**src/rtl/arith_pkg.sv**
```systemverilog
// Shared arithmetic definitions for the synth datapath: divider FSM states,
// iteration count and quotient saturation limits.
package arith_pkg;

  typedef enum logic [0:0] {
    IDLE = 1'b0,
    ITER = 1'b1
  } div_state_e;

  localparam int          DIV_ITERS = 24;
  localparam logic [23:0] QUOT_MAX  = 24'h7FFFFF;
  localparam logic [23:0] QUOT_MIN  = 24'h800000;

endpackage

```
**src/rtl/div.sv**
```systemverilog
// Signed 24/16 restoring shift-subtract divider, one quotient bit per clock.
// Optional round-to-nearest (half away from zero) quotient when DIV_ROUND_EN is defined.
module div
  import arith_pkg::*;
(
  input  logic        clk_i,
  input  logic        rst_ni,
  input  logic        start_i,
  input  logic [23:0] dividend_i,
  input  logic [15:0] divisor_i,
  output logic        ready_o,
  output logic [23:0] quot_o,
  output logic [15:0] rem_o,
  output logic        dz_o
);

  // Handshake: a start_i pulse is accepted only in IDLE (including while ready_o=1);
  // ready_o stays high until the next accepted start and drops combinationally with it.
  div_state_e  state_q;
  logic [23:0] num_q;
  logic [15:0] den_q;
  logic [15:0] prem_q;
  logic [4:0]  iter_q;
  logic        done_q;
  logic        neg_q_q;
  logic        neg_r_q;
  logic        dz_q;

  logic [16:0] t;
  logic        ge;
  logic [15:0] diff;
  logic [15:0] prem_d;

  always_comb begin
    t      = {prem_q, num_q[23]};
    ge     = (t >= {1'b0, den_q});
    // When ge holds the true difference is below den, so 16 bits are exact.
    diff   = t[15:0] - den_q;
    prem_d = ge ? diff : t[15:0];
  end

  always_ff @(posedge clk_i or negedge rst_ni) begin
    if (!rst_ni) begin
      state_q <= IDLE;
      num_q   <= '0;
      den_q   <= '0;
      prem_q  <= '0;
      iter_q  <= '0;
      done_q  <= 1'b0;
      neg_q_q <= 1'b0;
      neg_r_q <= 1'b0;
      dz_q    <= 1'b0;
    end else begin
      case (state_q)
        IDLE: begin
          if (start_i) begin
            state_q <= ITER;
            neg_q_q <= dividend_i[23] ^ divisor_i[15];
            neg_r_q <= dividend_i[23];
            num_q   <= dividend_i[23] ? (~dividend_i + 24'd1) : dividend_i;
            den_q   <= divisor_i[15] ? (~divisor_i + 16'd1) : divisor_i;
            prem_q  <= '0;
            iter_q  <= '0;
            done_q  <= 1'b0;
            dz_q    <= (divisor_i == 16'd0);
          end
        end
        ITER: begin
          prem_q <= prem_d;
          num_q  <= {num_q[22:0], ge};
          iter_q <= iter_q + 5'd1;
          if (iter_q == 5'(DIV_ITERS - 1)) begin
            state_q <= IDLE;
            done_q  <= 1'b1;
          end
        end
        default: state_q <= IDLE;
      endcase
    end
  end

  assign ready_o = done_q & ~start_i;
  assign dz_o    = dz_q;

`ifdef DIV_ROUND_EN
  logic        rnd;
  logic [24:0] qr;
  logic [24:0] qr_neg;
  always_comb begin
    // den_q != 0 keeps the reset state (all zero) from rounding up to 1.
    rnd    = ({prem_q, 1'b0} >= {1'b0, den_q}) && (den_q != 16'd0);
    qr     = {1'b0, num_q} + {24'd0, rnd};
    qr_neg = 25'd0 - qr;
  end
`endif

  always_comb begin
    quot_o = '0;
    rem_o  = neg_r_q ? (~prem_q + 16'd1) : prem_q;
    if (dz_q) begin
      quot_o = neg_r_q ? QUOT_MIN : QUOT_MAX;
      rem_o  = '0;
    end else begin
`ifdef DIV_ROUND_EN
      if (neg_q_q) quot_o = (qr > 25'h0800000) ? QUOT_MIN : qr_neg[23:0];
      else         quot_o = (qr > 25'h07FFFFF) ? QUOT_MAX : qr[23:0];
`else
      // Only -2^23 / -1 yields a magnitude of 2^23 with a positive sign.
      if (neg_q_q)       quot_o = ~num_q + 24'd1;
      else if (num_q[23]) quot_o = QUOT_MAX;
      else               quot_o = num_q;
`endif
    end
  end

endmodule

```
**config.mk**
```make
export PLATFORM = sky130hd
export DESIGN_NAME = div
export DESIGN_NICKNAME = d
export VERILOG_FILES = /design/src/rtl/arith_pkg.sv /design/src/rtl/div.sv
export SDC_FILE = /design/constraint.sdc
export NUM_CORES = 1
export LEC_CHECK = 0
export ABC_CLOCK_PERIOD_IN_PS = 3000
export CAP_MARGIN = 40
export CORE_ASPECT_RATIO = 1.4
export CORE_UTILIZATION = 51
export CTS_BUF_LIST = sky130_fd_sc_hd__clkbuf_8
export DETAILED_ROUTE_END_ITERATION = 8
export PLACE_DENSITY = 0.79
export SLEW_MARGIN = 40
export SYNTH_ARGS = -nofsm -noshare
export SYNTH_HDL_FRONTEND = slang
export SYNTH_SLANG_ARGS = --single-unit
```
**constraint.sdc**
```tcl
create_clock -name clk_i -period 3 [get_ports clk_i]
set_input_delay 0.6 -clock clk_i [delete_from_list [all_inputs] [get_ports clk_i]]
set_output_delay 0.6 -clock clk_i [all_outputs]
set_load 0.03 [all_outputs]
```
* Yosys cells after proc, flatten, opt, wreduce, memory -nomap -nowiden
Index checks and enable logic that the tools add are counted.
** Word-level totals
- Bits in registers :: 66
- Input port bits :: 43
- Output and inout port bits :: 42
- Logic and storage cells :: 51
** Cells by class
- Add/sub/neg operators :: 6
- Order comparisons :: 1
- Equality and inequality tests :: 3
- Muxes and demuxes :: 21
- Bitwise operators :: 8
- Reduce and logical (&&, ||, !) cells :: 3
** Operators with widths (number)
- $mux 24 :: 5
- $mux 16 :: 5
- $add 24x1->24 const B :: 2
- $not 24->24 :: 2
- $pmux 24 s2 :: 1
- $add 16x1->16 const B :: 2
- $not 16->16 :: 2
- $pmux 16 s2 :: 1
- $mux 23 :: 1
- $ge 17x16->1 :: 1
- $logic_not 16->1 :: 1
- $sub 16x16->16 :: 1
- $pmux 5 s2 :: 1
- $add 5x1->5 const B :: 1
- $eq 5x5->1 const B :: 1
- $mux 5 :: 1
- $mux 1 :: 4
- $pmux 1 s2 :: 2
- $reduce_and 2->1 :: 2
- $ne 2x1->1 const B :: 1
- $ne 2x2->1 const B :: 1
- $not 1->1 :: 2
- $and 1x1->1 :: 1
- $xor 1x1->1 :: 1

* Logic depth before layout (Yosys ltp)
- Word-level depth :: 5
- Mapped depth :: 10
- Gate-level depth less buffers :: 10

* Worst setup path before layout
No wires, ideal clock.
- Path type :: reg-to-output
- Start :: register num_q[0]
- End :: output quot_o[18]
- Arrival :: 2.873 ns
- Data required time :: 2.400 ns
- Slack :: -0.473 ns
- Stages on the path, launching flop included :: 10
- Path buffers :: 1
- Path through :: dfrtp_1 -> inv_1 -> ha_1 -> or3b_2 -> or3_1 -> clkbuf_1 -> nor4_1 -> xnor2_1 -> nor2_1 -> o31ai_1
** Between the ends
- Word-level cells in the longest chain between the ends :: 4
** Ends and longest elaborated chain
- from (decl) :: RTL line div.sv:20 : logic [23:0] num_q;
- from (signal assigned) :: RTL line div.sv:60 : num_q <= dividend_i[23] ? (~dividend_i + 24'd1) : dividend_i;
- from (signal assigned) :: RTL line div.sv:70 : num_q <= {num_q[22:0], ge};
- $not 24->24 :: RTL line div.sv:109 : if (neg_q_q) quot_o = ~num_q + 24'd1;
- $add 24x1->24 :: RTL line div.sv:109
- $mux 24 :: RTL line div.sv:109
- $mux 24 :: RTL line div.sv:100 : if (dz_q) begin
- to (decl) :: RTL line div.sv:12 : output logic [23:0] quot_o,
No other way between the ends.

* Worst setup path in the final report
- Start :: register num_q[9]
- End :: output quot_o[23]
The elaborated chain is that of the path after synthesis.

==> flow_summary.json <==
{
  "ys_top_cells_by_count": "o21ai_0, nand2_1, dfrtp_1",
  "die_h_um": 127.1,
  "cts_buffers": 9,
  "cts_hold_buf": 0,
  "firstDrtPassIters": 6,
  "rsz0062_at_grt": "true",
  "ir_worst_vdd_uv": 449.3,
  "yosys-top-cells-area": "dfrtp_1, o21ai_0, xor2_1",
  "cp_max_fo": 4,
  "clkTransAtPathRegs_ns": 0.07,
  "vias": 6076,
  "finalWorstPathRequiredPeriod_ns": 3.549,
  "hold_viol_final": 0,
  "yosys_warnings": 0,
  "netlist_area_um2": 5700,
  "seq_area_frac_synth_pct": 28.97,
  "worstSetupPathType": "reg -> out",
  "maxSlewViolCount": 0,
  "p_leak_nw": 3.350,
  "start_util_pct": 52.46,
  "final_nets": 939,
  "wl_um": 17290,
  "antenna_found_initial": 0,
  "hpwlAfterDp_um": 12140,
  "ys.flop_type": "dfrtp_1",
  "clockRootBuffer": "clkbuf_8",
  "status": "complete, but fails checks",
  "drv_cap": 0,
  "drc": 0,
  "fin_hold_ws_ns": 0.2995,
  "wl_per_cell_um": 16.95,
  "core_area_um2": 10870,
  "skew_ns": 0.008455,
  "worst_slew_pin_slew_ns": 0.7501,
  "final_antenna_net_count": 0,
  "grt_pass1_vias": 5955,
  "hold_path.class": "in -> async",
  "tritoncts": "built",
  "synth_top_area_share_pct": 28.97,
  "yosys.area.top_type": "dfrtp_1",
  "setup.worst_path.start_class": "flip-flop",
  "yosysUniqueCellTypes": 58,
  "rr_worst_depth": 14,
  "setup_slack_ns": -0.5489,
  "port_buffers": 84,
  "synth_nets": 800,
  "worst-endpoint-arrival_ns": 2.95,
  "cp.required_ns": 2.40,
  "ctsHtreeMaxLevel": 3,
  "p_per_area_nw_per_um2": 1261,
  "synth.avg_cell_area_um2": 7.756,
  "slew_headroom_pct": 49.99,
  "cp_common_cell": "buf_6",
  "viasPerCell": 5.957,
  "fp.dieW_um": 91.35,
  "r2r_slack_ns": 0.13,
  "area_growth_pct": 37.42,
  "fin_util_pct": 72.09,
  "clockBufferDepth": 2,
  "first_iter_violations": 320,
  "grt-ovfl-total": 0,
  "critPathMaxStageDelay_ns": 0.55,
  "synth_edf_count": 0,
  "grt_pass1_wl_um": 27770,
  "fill_cells": 794,
  "antennaDiodeCount": 0,
  "grt.total_usage_pct": 30.20,
  "final_layout_size_suffix_gt1_share_pct": 24.80,
  "grt_max_degree": 52,
  "synthCells": 735,
  "fmax_mhz": 281.8,
  "cts.sinks": 66,
  "cpMaxStageDelayCell": "or4_4",
  "setup_violations": 22,
  "worstReg2RegStart": "prem_q[1]$_DFFE_PN0P_",
  "io_pins": 85,
  "violations": "negative setup slack",
  "rr_endpoint": "prem_q[0]$_DFFE_PN0P_",
  "clock_latency_ns": 0.36,
  "rows": 45,
  "gp_congestion": 0.9001,
  "crit_chain": "or4_4, or4b_4, buf_6, or3_4, nor3_4, xnor2_2, o31ai_4, buf_6",
  "ys_seq_elements": 66,
  "period_share_pct": 118.3,
  "dieArea_um2": 11610,
  "critPathCaptureType": "output port",
  "synth_most_common_cell": "o21ai_0",
  "synth-async-reset-ratio_pct": 100.0
}
-- power breakdown --
part           leakage [nW]  switching [mW]  internal [mW]
combinational          2.43            3.99           3.18
clock                 0.118           0.348          0.469
sequential            0.806           0.548           1.35
total                  3.35            4.89           4.99
-- metal layers --
layer	up-vias	global-route usage [%]	share of wire (%)
li1	2918	-	-
met1	2885	30.79	36
met2	211	58.73	56
met3	62	4.107	4.4
met4	0	16.34	3.9
met5	-	0	0
-- critical path, delay by kind of cell, from the launching register on --
family	cells	cell delay (ns)
AO/OA/AOI/OAI	1	0.20
XOR/XNOR	1	0.11
buffers and inverters	2	0.30
flip-flops	1	0.38
AND/OR/NAND/NOR	4	1.60
-- cell families (layout without fill, tap and decap cells) --
logic type	count (synthesis)	count (layout)	synth area share, %
compound gates	226	226	24.80
xor+xnor	68	68	10.45
fa+ha+maj	22	22	4.960
buf+inv	87	231	5.860
flops	66	66	28.97
mux	13	13	2.283
simple gates	253	253	22.67
-- final cells by class --
cell class / instances / area [µm²] / area share, %
clock buffer: 13 / 178.9 / 2.284
multi-input combinational: 582 / 4113 / 52.50
sequential: 66 / 1658 / 21.16
timing repair buffer: 176 / 1521 / 19.42
tap: 141 / 176.4 / 2.252
clock inverter: 3 / 37.54 / 0.4792
inverter: 39 / 148.9 / 1.901
-- cell usage in the layout, fill, tap and decap left out, drive strengths merged, types with 12 or more instances in the layout --
master         instances
mux2i                 13
nor3                  21
a21oi                 36
o31ai                 17
dfrtp                 66
or3                   13
clkdlybuf4s50         47
ha                    21
a31oi                 12
inv                   40
nor2                  47
nand2                 89
xnor2                 25
xor2                  43
nand2b                15
o21ai                 94
buf                  126
clkbuf                14
-- flip-flops by register name, indices dropped and copies added (netlist names) --
signal	cells
neg_q_q	1
iter_q	5
done_q	1
neg_r_q	1
prem_q	16
state_q	1
num_q	24
den_q	16
dz_o	1
-- through the flow --
stage | TNS [ns] | cell area [µm²] | setup slack [ns] | cells | total power [mW]
after floorplan | -0.3190 | 5801 | -0.1377 | 735 | 6.216
after global placement | -1.605 | 7052 | -0.2670 | 978 | 8.082
after detailed placement | -2.456 | 7052 | -0.2882 | 978 | 8.267
after CTS | -6.155 | 7711 | -0.5305 | 1018 | 9.565
after global routing | -8.474 | 7834 | -0.6093 | 1020 | 10.60
final | -6.185 | 7834 | -0.5489 | 1020 | 9.877
-- worst max path at each step --
stage / endpoint / slack [ns] / start
6_report: quot_o[23] / -0.55 / num_q[9]$_DFFE_PN0P_
5_1_grt: quot_o[15] / -0.61 / num_q[9]$_DFFE_PN0P_
4_1_cts: quot_o[23] / -0.53 / num_q[9]$_DFFE_PN0P_
3_5_place_dp: quot_o[19] / -0.29 / num_q[9]$_DFFE_PN0P_
3_3_place_gp: quot_o[19] / -0.27 / num_q[9]$_DFFE_PN0P_
2_1_floorplan: quot_o[23] / -0.14 / num_q[9]$_DFFE_PN0P_
-- timing repair --
item,CTS,global route
endpoints found under the setup margin,24,48
endpoints found under the hold margin,0,0
resized for setup,77,33
pin swaps,16,20
setup buffers,24,9
Note: power is estimated with default switching activity, not from simulation.
